--- config.mk ---
export PLATFORM = sky130hd
export DESIGN_NAME = muldiv_unit
export DESIGN_NICKNAME = d
export VERILOG_FILES = /design/src/rtl/muldiv_unit.sv
export SDC_FILE = /design/constraint.sdc
export NUM_CORES = 1
export LEC_CHECK = 0
export ABC_AREA = 1
export ABC_CLOCK_PERIOD_IN_PS = 2450
export CORE_MARGIN = 3
export CORE_UTILIZATION = 30
export CTS_CLUSTER_SIZE = 12
export DETAILED_ROUTE_END_ITERATION = 10
export HOLD_SLACK_MARGIN = 0.15
export MAX_ROUTING_LAYER = met4
export PLACE_DENSITY_LB_ADDON = 0.1
export SETUP_SLACK_MARGIN = 0.05
export SYNTH_ARGS = -nofsm -noshare
export SYNTH_HDL_FRONTEND = slang
export SYNTH_SLANG_ARGS = --single-unit
--- constraint.sdc ---
create_clock -name clk -period 2.45 [get_ports clk]
set_input_delay 0.735 -clock clk [delete_from_list [all_inputs] [get_ports clk]]
set_output_delay 0.735 -clock clk [all_outputs]
set_load 0.01 [all_outputs]
--- src/rtl/muldiv_unit.sv ---
// Iterative 32-bit multiply/divide unit: shift-add multiply and restoring divide, one bit per cycle.
// Define MULDIV_DIV_EN to include the divider; otherwise only MULT/MULTU are accepted.
module muldiv_unit #(
    parameter int WIDTH = 32
) (
    input  logic             clk,
    input  logic             rst_n,
    input  logic             start,
    input  logic [1:0]       op,
    input  logic [WIDTH-1:0] A,
    input  logic [WIDTH-1:0] B,
    input  logic             mthi,
    input  logic             mtlo,
    input  logic [WIDTH-1:0] wdata,
    output logic             busy,
    output logic             done,
    output logic [WIDTH-1:0] hi,
    output logic [WIDTH-1:0] lo
);

    // state | meaning: IDLE wait | PREP magnitudes+signs | RUN one bit/cycle | FIX sign fix, writeback
    typedef enum logic [1:0] {IDLE, PREP, RUN, FIX} state_t;

    localparam int CW = $clog2(WIDTH);
    localparam logic [CW-1:0] LAST = CW'(WIDTH - 1);

    state_t             state;
    logic [CW-1:0]      cnt;
    logic [WIDTH-1:0]   a_q, b_q, opnd, acc_hi, acc_lo;
    logic               sgn_q, neg_q;
    logic               accept;
    logic [WIDTH:0]     mul_sum;
    logic [2*WIDTH-1:0] prod;

    function automatic logic [WIDTH-1:0] mag(input logic [WIDTH-1:0] v, input logic sgn);
        mag = (sgn && v[WIDTH-1]) ? (~v + 1'b1) : v;
    endfunction

    assign mul_sum = {1'b0, acc_hi} + (acc_lo[0] ? {1'b0, opnd} : '0);
    assign prod    = {acc_hi, acc_lo};

`ifdef MULDIV_DIV_EN
    logic             div_q, rem_neg, b_zero;
    logic [WIDTH:0]   div_shift;
    logic             div_ge;
    logic [WIDTH-1:0] div_rem;

    assign accept    = start;
    assign div_shift = {acc_hi, acc_lo[WIDTH-1]};
    assign div_ge    = div_shift >= {1'b0, opnd};
    // true difference is below the divisor, so the low WIDTH bits are exact
    assign div_rem   = div_shift[WIDTH-1:0] - opnd;
`else
    assign accept    = start & ~op[1];
`endif

    always_ff @(posedge clk or negedge rst_n) begin
        if (!rst_n) begin
            state  <= IDLE;
            cnt    <= '0;
            busy   <= 1'b0;
            done   <= 1'b0;
            hi     <= '0;
            lo     <= '0;
            a_q    <= '0;
            b_q    <= '0;
            opnd   <= '0;
            acc_hi <= '0;
            acc_lo <= '0;
            sgn_q  <= 1'b0;
            neg_q  <= 1'b0;
`ifdef MULDIV_DIV_EN
            div_q   <= 1'b0;
            rem_neg <= 1'b0;
            b_zero  <= 1'b0;
`endif
        end else begin
            done <= 1'b0;
            unique case (state)
                IDLE: begin
                    if (accept) begin
                        state <= PREP;
                        busy  <= 1'b1;
                        a_q   <= A;
                        b_q   <= B;
                        sgn_q <= ~op[0];
`ifdef MULDIV_DIV_EN
                        div_q <= op[1];
`endif
                    end else if (!start) begin
                        if (mthi) hi <= wdata;
                        if (mtlo) lo <= wdata;
                    end
                end
                PREP: begin
                    state  <= RUN;
                    cnt    <= '0;
                    acc_hi <= '0;
                    neg_q  <= sgn_q & (a_q[WIDTH-1] ^ b_q[WIDTH-1]);
`ifdef MULDIV_DIV_EN
                    rem_neg <= sgn_q & a_q[WIDTH-1];
                    b_zero  <= (b_q == '0);
                    if (div_q) begin
                        opnd   <= mag(b_q, sgn_q);
                        acc_lo <= mag(a_q, sgn_q);
                    end else
`endif
                    begin
                        opnd   <= mag(a_q, sgn_q);
                        acc_lo <= mag(b_q, sgn_q);
                    end
                end
                RUN: begin
                    cnt <= cnt + 1'b1;
                    if (cnt == LAST) state <= FIX;
`ifdef MULDIV_DIV_EN
                    if (div_q) begin
                        if (div_ge) begin
                            acc_hi <= div_rem;
                            acc_lo <= {acc_lo[WIDTH-2:0], 1'b1};
                        end else begin
                            acc_hi <= div_shift[WIDTH-1:0];
                            acc_lo <= {acc_lo[WIDTH-2:0], 1'b0};
                        end
                    end else
`endif
                    begin
                        {acc_hi, acc_lo} <= {mul_sum, acc_lo[WIDTH-1:1]};
                    end
                end
                FIX: begin
                    state <= IDLE;
                    busy  <= 1'b0;
                    done  <= 1'b1;
`ifdef MULDIV_DIV_EN
                    if (div_q) begin
                        if (b_zero) begin
                            hi <= a_q;
                            lo <= '1;
                        end else begin
                            hi <= rem_neg ? -acc_hi : acc_hi;
                            lo <= neg_q ? -acc_lo : acc_lo;
                        end
                    end else
`endif
                    begin
                        {hi, lo} <= neg_q ? -prod : prod;
                    end
                end
            endcase
        end
    end

endmodule

==> results of run 1 <==
==> state kept, by name, indices dropped and copies added (netlist names), 2 cells and up <==
signal	cells
a_q	32
acc_hi	32
acc_lo	32
b_q	32
hi	32
lo	32
opnd	32
cnt	5
state	2
==> kinds of logic after synthesis <==
| kind of cell | Yosys count | share of synthesized area [%] |
|---|---|---|
| AND/OR/NAND/NOR | 1262 | 33.8 |
| AO/OA/AOI/OAI | 409 | 15.2 |
| buffers and inverters | 373 | 8.93 |
| flip-flops | 235 | 36.7 |
| adder cells (fa/ha/maj) | 42 | 3.33 |
| XOR/XNOR | 30 | 1.64 |
| multiplexers | 5 | 0.352 |
==> area by class of cell <==
class	instances	area, um2
fillers	5599	31800
multi-input cells	1748	9150
flip-flops and latches	235	5880
repair buffers	288	2750
inverters	293	1100
well taps	688	861
clock buffers	39	815
clock inverters	14	262
==> placed cells by master (no fill, tap or decap), drive strengths merged, types with 2 or more instances in the layout <==
cell type      Yosys  final
nand2            606    606
nor2             353    353
inv              290    290
dfrtp            235    235
nand3            216    216
clkdlybuf4s50      0    167
a21oi            152    152
o21ai            126    126
buf               26    120
ha                41     41
clkbuf            54     39
or2               33     33
a2bb2oi           29     29
xor2              29     29
a21boi            25     25
nor3              22     22
nand4             18     18
o22ai             18     18
o21bai            15     15
o221ai            12     12
a31oi             10     10
nand3b             9      9
clkinv             3      8
o211ai             7      7
bufinv             0      7
mux2               5      5
o31ai              5      5
o21a               4      4
and2               2      2
a22oi              2      2
clkinvlp           0      2
and3               2      2
==> path summary, 6_finish.rpt <==
check	end	start
max	acc_hi[31]	acc_lo[0]
min	lo[23]	lo[23]
max reg2reg	acc_hi[31]	acc_lo[0]
min reg2reg	lo[23]	lo[23]
max in group asynchronous	acc_hi[8]	rst_n
min in group asynchronous	lo[1]	rst_n
==> through the flow <==
stage / total power [mW] / instance area [um2]
after floorplan: 16.7 / 16000
after global placement: 22.8 / 19200
after detailed placement: 23.0 / 19200
after CTS: 28.0 / 20300
after global routing: 30.8 / 20800
final: 28.4 / 20800
==> layer usage <==
layer / track usage, % / vias to the layer above / wire (um)
met4: 4.95 / 0 / 1410
li1: - / 8128 / -
met5: - / - / 0
met3: 2.99 / 79 / 3260
met1: 32.2 / 7601 / 30700
met2: 31.9 / 403 / 26200
==> power by group through the flow <==
stage                     registers, mW  logic [mW]  clock network (mW)
after floorplan                    7.06        9.64                   0
after global placement             7.39        15.4                   0
after detailed placement           7.42        15.5                   0
after CTS                          7.37        15.6                5.00
after global routing               7.66        18.0                5.16
final                              7.41        16.1                4.89
==> critical path, stage by stage (launching register included) <==
cell,delay [ps]
dfrtp_2,440
buf_6,150
buf_12,140
nand2_1,70
inv_1,40
ha_1,320
a21oi_2,200
nor2_1,80
nor2_2,160
nor2_1,60
nor2_1,130
nor2_1,70
nor2_1,100
nand2_1,60
nand2_1,60
o21ai_0,80
==> what timing repair did <==
item,in CTS,in global routing
endpoints found under the hold margin,21,0
resized for setup,8,111
hold buffers,1,0
endpoints found under the setup margin,7,25
cloned,0,1
setup buffers,0,8
pin swaps,2,15
==> flow_summary.toml, run 1 <==
[finish]
layout.nets = 2741
fin_util_pct = 39.5
areaGrowthSynthToFinish_pct = 30.1
drive_gt1_share_pct = 12.8
fin_cells = 3305
diodes = 0

[clocking]
cts-root-buf = "clkbuf_16"
clkSinkCount = 235
cts_tree = "done"
htree_levels = 1
cts_buffers = 30
clockBufferDepth = 3
clk_pin_slew_ps = 60
insertion_delay_ps = 600

[placement]
place_inst = 3242
hpwlAfterDp_mm = 48.8
pre_cts_ws_ps = -73.0
gp_congestion = 0.949
portBuffers = 168

[sta]
tightest_slew_ps = 783
layout_setup_ws_ps = 140
maxSlewHeadroom_pct = 47.8
finalMaxSlewViolations = 0
rsz0062_at_grt = "yes"
hold_slack_ps = 488
hold_viol = 0
period_share_pct = 94.3
max_freq_mhz = 433
tns_ps = 0
finalSetupViolCount = 0
clock_skew_ps = 35.7
fin_crit_ps = 2310

[floorplan]
fp.dieH_um = 237
pin_count = 169
rows = 84
die_x_um = 237
die_area_mm2 = 0.0562
core_area_mm2 = 0.0527
start_util_pct = 30.4

[min_path]
hp-class = "flop to flop"
hold_depth = 2

[logic_synthesis]
ys.flop_type = "dfrtp_1"
synth_edf_count = 0
yosysWarnings = 0
yosysUniqueCellTypes = 54
syn_avg_cell_area_um2 = 6.79
synth_top_area_share_pct = 36.7
synth_common_cells = "592 x nand2_1, 335 x nor2_1, 280 x inv_1, 235 x dfrtp_1, 213 x nand3_1"
synthCells = 2356
synth_seq_cells = 235
ys_async_sr_fraction_pct = 100
syn_area_mm2 = 0.0160
synth_most_common_cell = "nand2_1"
syn_nets = 2501
yosysTopAreaCell = "dfrtp_1"
ys_seq_area_share_pct = 36.7
synth_area_leaders = "dfrtp_1 37%, nand2_1 14%, nor2_1 7.9%, nand3_1 6.7%, inv_1 6.6%"

[drt]
routed_wl_mm = 61.6
vias = 16200
wl_per_cell_um = 18.6
drc_errors = 0
drt_iter0_markers = 1252
ant_nets = 0
first_pass_iters = 5
post_drt_via_cell_ratio = 4.90

[critical_path]
critPathCaptureType = "flop"
startpoint_type = "flop"
critPathArrivalTime_ps = 2740
required_ps = 2880
rr_worst_depth = 15
rrSetupSlack_ps = 140
crit_type = "flop to flop"
worstPathMaxFanout = 15

[pwr]
p_per_area_mw_per_mm2 = 1370
seqPwrFrac_pct = 26.0
pwr-share-clk_pct = 17.2
switching_share_pct = 46.8
p_int_mw = 15.1
switching_power_mw = 13.3
irDropWorstVdd_uv = 718
power_frac_comb_pct = 56.8
static-leakage-power_nw = 9.89

[grt]
grt_use_total_pct = 21.9
antenna_found_initial = 0
grt_max_degree = 79
overflow = 0
first_global_vias = 15700
grt_pass1_wl_mm = 93.9

[status]
status = "finished clean"

[job]
cap_violations = 0
(Power assumes the default switching activity.)
==> inputs of run 2 (changes only) <==
- SLEW_MARGIN: unset -> 5
==> results of run 2 <==
Final layout, timing and power as in run 1 (identical DEF).
==> inputs of run 3 (changes only) <==
- CELL_PAD_IN_SITES_DETAIL_PLACEMENT: unset -> 0
- CELL_PAD_IN_SITES_GLOBAL_PLACEMENT: unset -> 1
==> run 3 against run 2 <==
Final cell count is 0.42% lower. Worst setup slack better by 19 ps. Utilization hardly changed. Maximum frequency is 0.82% higher. Critical path depth is 2 lower. Sequential share of layout area hardly changed. Die area stayed put. Clock skew is 15 ps higher.
==> flow_summary.toml, run 3 (same netlist as run 1, synthesis figures left out) <==
[drt]
drt_iter0_markers = 1092
drc_errors = 0
vias = 16200
ant_nets = 0
post_drt_via_cell_ratio = 4.92
wl_per_cell_um = 19.0
routed_wl_mm = 62.7
first_pass_iters = 6

[pwr]
switching_power_mw = 13.6
irDropWorstVdd_uv = 712
seqPwrFrac_pct = 26.2
power.total_mw = 28.4
p_int_mw = 14.8
p_per_area_mw_per_mm2 = 1360
switching_share_pct = 47.8
static-leakage-power_nw = 9.76
power_frac_comb_pct = 57.5
pwr-share-clk_pct = 16.3

[clocking]
cts_buffers = 30
cts_tree = "done"
insertion_delay_ps = 610
clockBufferDepth = 3
clkSinkCount = 235
clk_pin_slew_ps = 60
cts-root-buf = "clkbuf_16"
htree_levels = 1

[floorplan]
start_util_pct = 30.4
core_area_mm2 = 0.0527
die_area_mm2 = 0.0562
die_x_um = 237
pin_count = 169
rows = 84
fp.dieH_um = 237

[grt]
grt_pass1_wl_mm = 95.9
antenna_found_initial = 1
grt_use_total_pct = 22.4
overflow = 0
grt_max_degree = 79
first_global_vias = 15600

[finish]
areaGrowthSynthToFinish_pct = 30.0
most-common-layout-cells = "564 x nand2_1, 318 x nor2_1, 277 x inv_1"
layout_commonest_cell = "nand2_1"
layout.nets = 2723
drive_gt1_share_pct = 12.9
fin_cells = 3291

[sta]
finalMaxSlewViolations = 0
period_share_pct = 93.5
tightest_slew_ps = 686
clock_skew_ps = 50.8
rsz0062_at_grt = "yes"
hold_viol = 0
finalSetupViolCount = 0
layout_setup_ws_ps = 159
tns_ps = 0
max_freq_mhz = 436
maxSlewHeadroom_pct = 53.9
fin_crit_ps = 2290

[placement]
place_inst = 3226
pre_cts_ws_ps = -119
hpwlAfterDp_mm = 49.4
portBuffers = 168
gp_congestion = 0.899

[critical_path]
startpoint_type = "flop"
crit_type = "flop to flop"
worstPathMaxFanout = 15
required_ps = 2900
critPathArrivalTime_ps = 2740
rrSetupSlack_ps = 160
timing.rr.start = "acc_lo[0]"
critPathCaptureType = "flop"
rr_worst_depth = 13
worst_r2r_endpoint = "acc_hi[13]"

[status]
status = "finished clean"

[min_path]
hold_depth = 2
hold_end = "lo[21]"
hp-start = "lo[21]"
hp-class = "flop to flop"

[job]
cap_violations = 0
## run 3: cell count changes in the layout (fill, tap and decap cells not counted), sizes merged
cell           before  now
buf               120  101
bufinv              7    2
clkbuf             39   46
clkdlybuf4s50     167  166
clkinv              8   10
diode               0    1
dlygate4sd2         0    1
## run 3: power by group through the flow
stage	Sequential [mW]	Clock, mW	Combinational, mW
CTS	7.38	4.76	15.6
finish	7.45	4.62	16.3
floorplan	7.06	0	9.64
global route	7.68	4.90	18.2
detailed placement	7.44	0	15.6
global placement	7.43	0	15.5
## run 3: how the worst max path moves through the flow
stage / startpoint / endpoint / slack [ps] / depth (start not counted)
2_1_floorplan: acc_lo[0] / acc_hi[13] / 300 / 14
3_3_place_gp: start / hi[17] / -110 / 8
3_5_place_dp: start / hi[17] / -120 / 8
6_report: acc_lo[0] / acc_hi[13] / 160 / 13
5_1_grt: acc_lo[0] / acc_hi[22] / 10 / 15
4_1_cts: acc_lo[0] / acc_hi[29] / 50 / 14
## run 3: stage by stage
stage	util (%)	hold slack, ps	area, um2
after floorplan	-	439	16000
after global placement	36.2	467	19100
after detailed placement	36.2	470	19100
after CTS	38.2	486	20100
after global routing	39.5	500	20800
final	39.5	481	20800
## run 3: worst max-delay path: stages (launching register included)
cell	delay, ps
dfrtp_2	470
buf_12	180
nand2_1	70
inv_1	80
ha_4	240
nand2_2	120
inv_1	80
a21oi_2	150
inv_1	70
a21oi_2	150
nand2_4	100
or2_2	280
nand3_1	70
o21ai_0	80
## run 3: area by class of cell
type,instances,area [um2]
Timing Repair Buffer,270,2610
Tap cell,688,861
Clock buffer,45,887
Inverter,293,1100
Clock inverter,11,139
Antenna cell,1,2.50
Sequential cell,235,5880
Fill cell,5583,31900
Multi-Input combinational cell,1748,9320
## run 3: routing by layer
layer  GRT usage (%)  routed length, um
met2            32.3              26600
met5               -                  0
met4            4.56               1320
met3            3.11               2970
met1            33.4              31700
## run 3: timing repair
item	in CTS	in global routing
buffers inserted	0	6
pin swaps	0	17
endpoints found under the hold margin	25	0
hold buffers	1	0
gates cloned	0	1
setup endpoints to repair	5	33
gates resized for setup	5	137
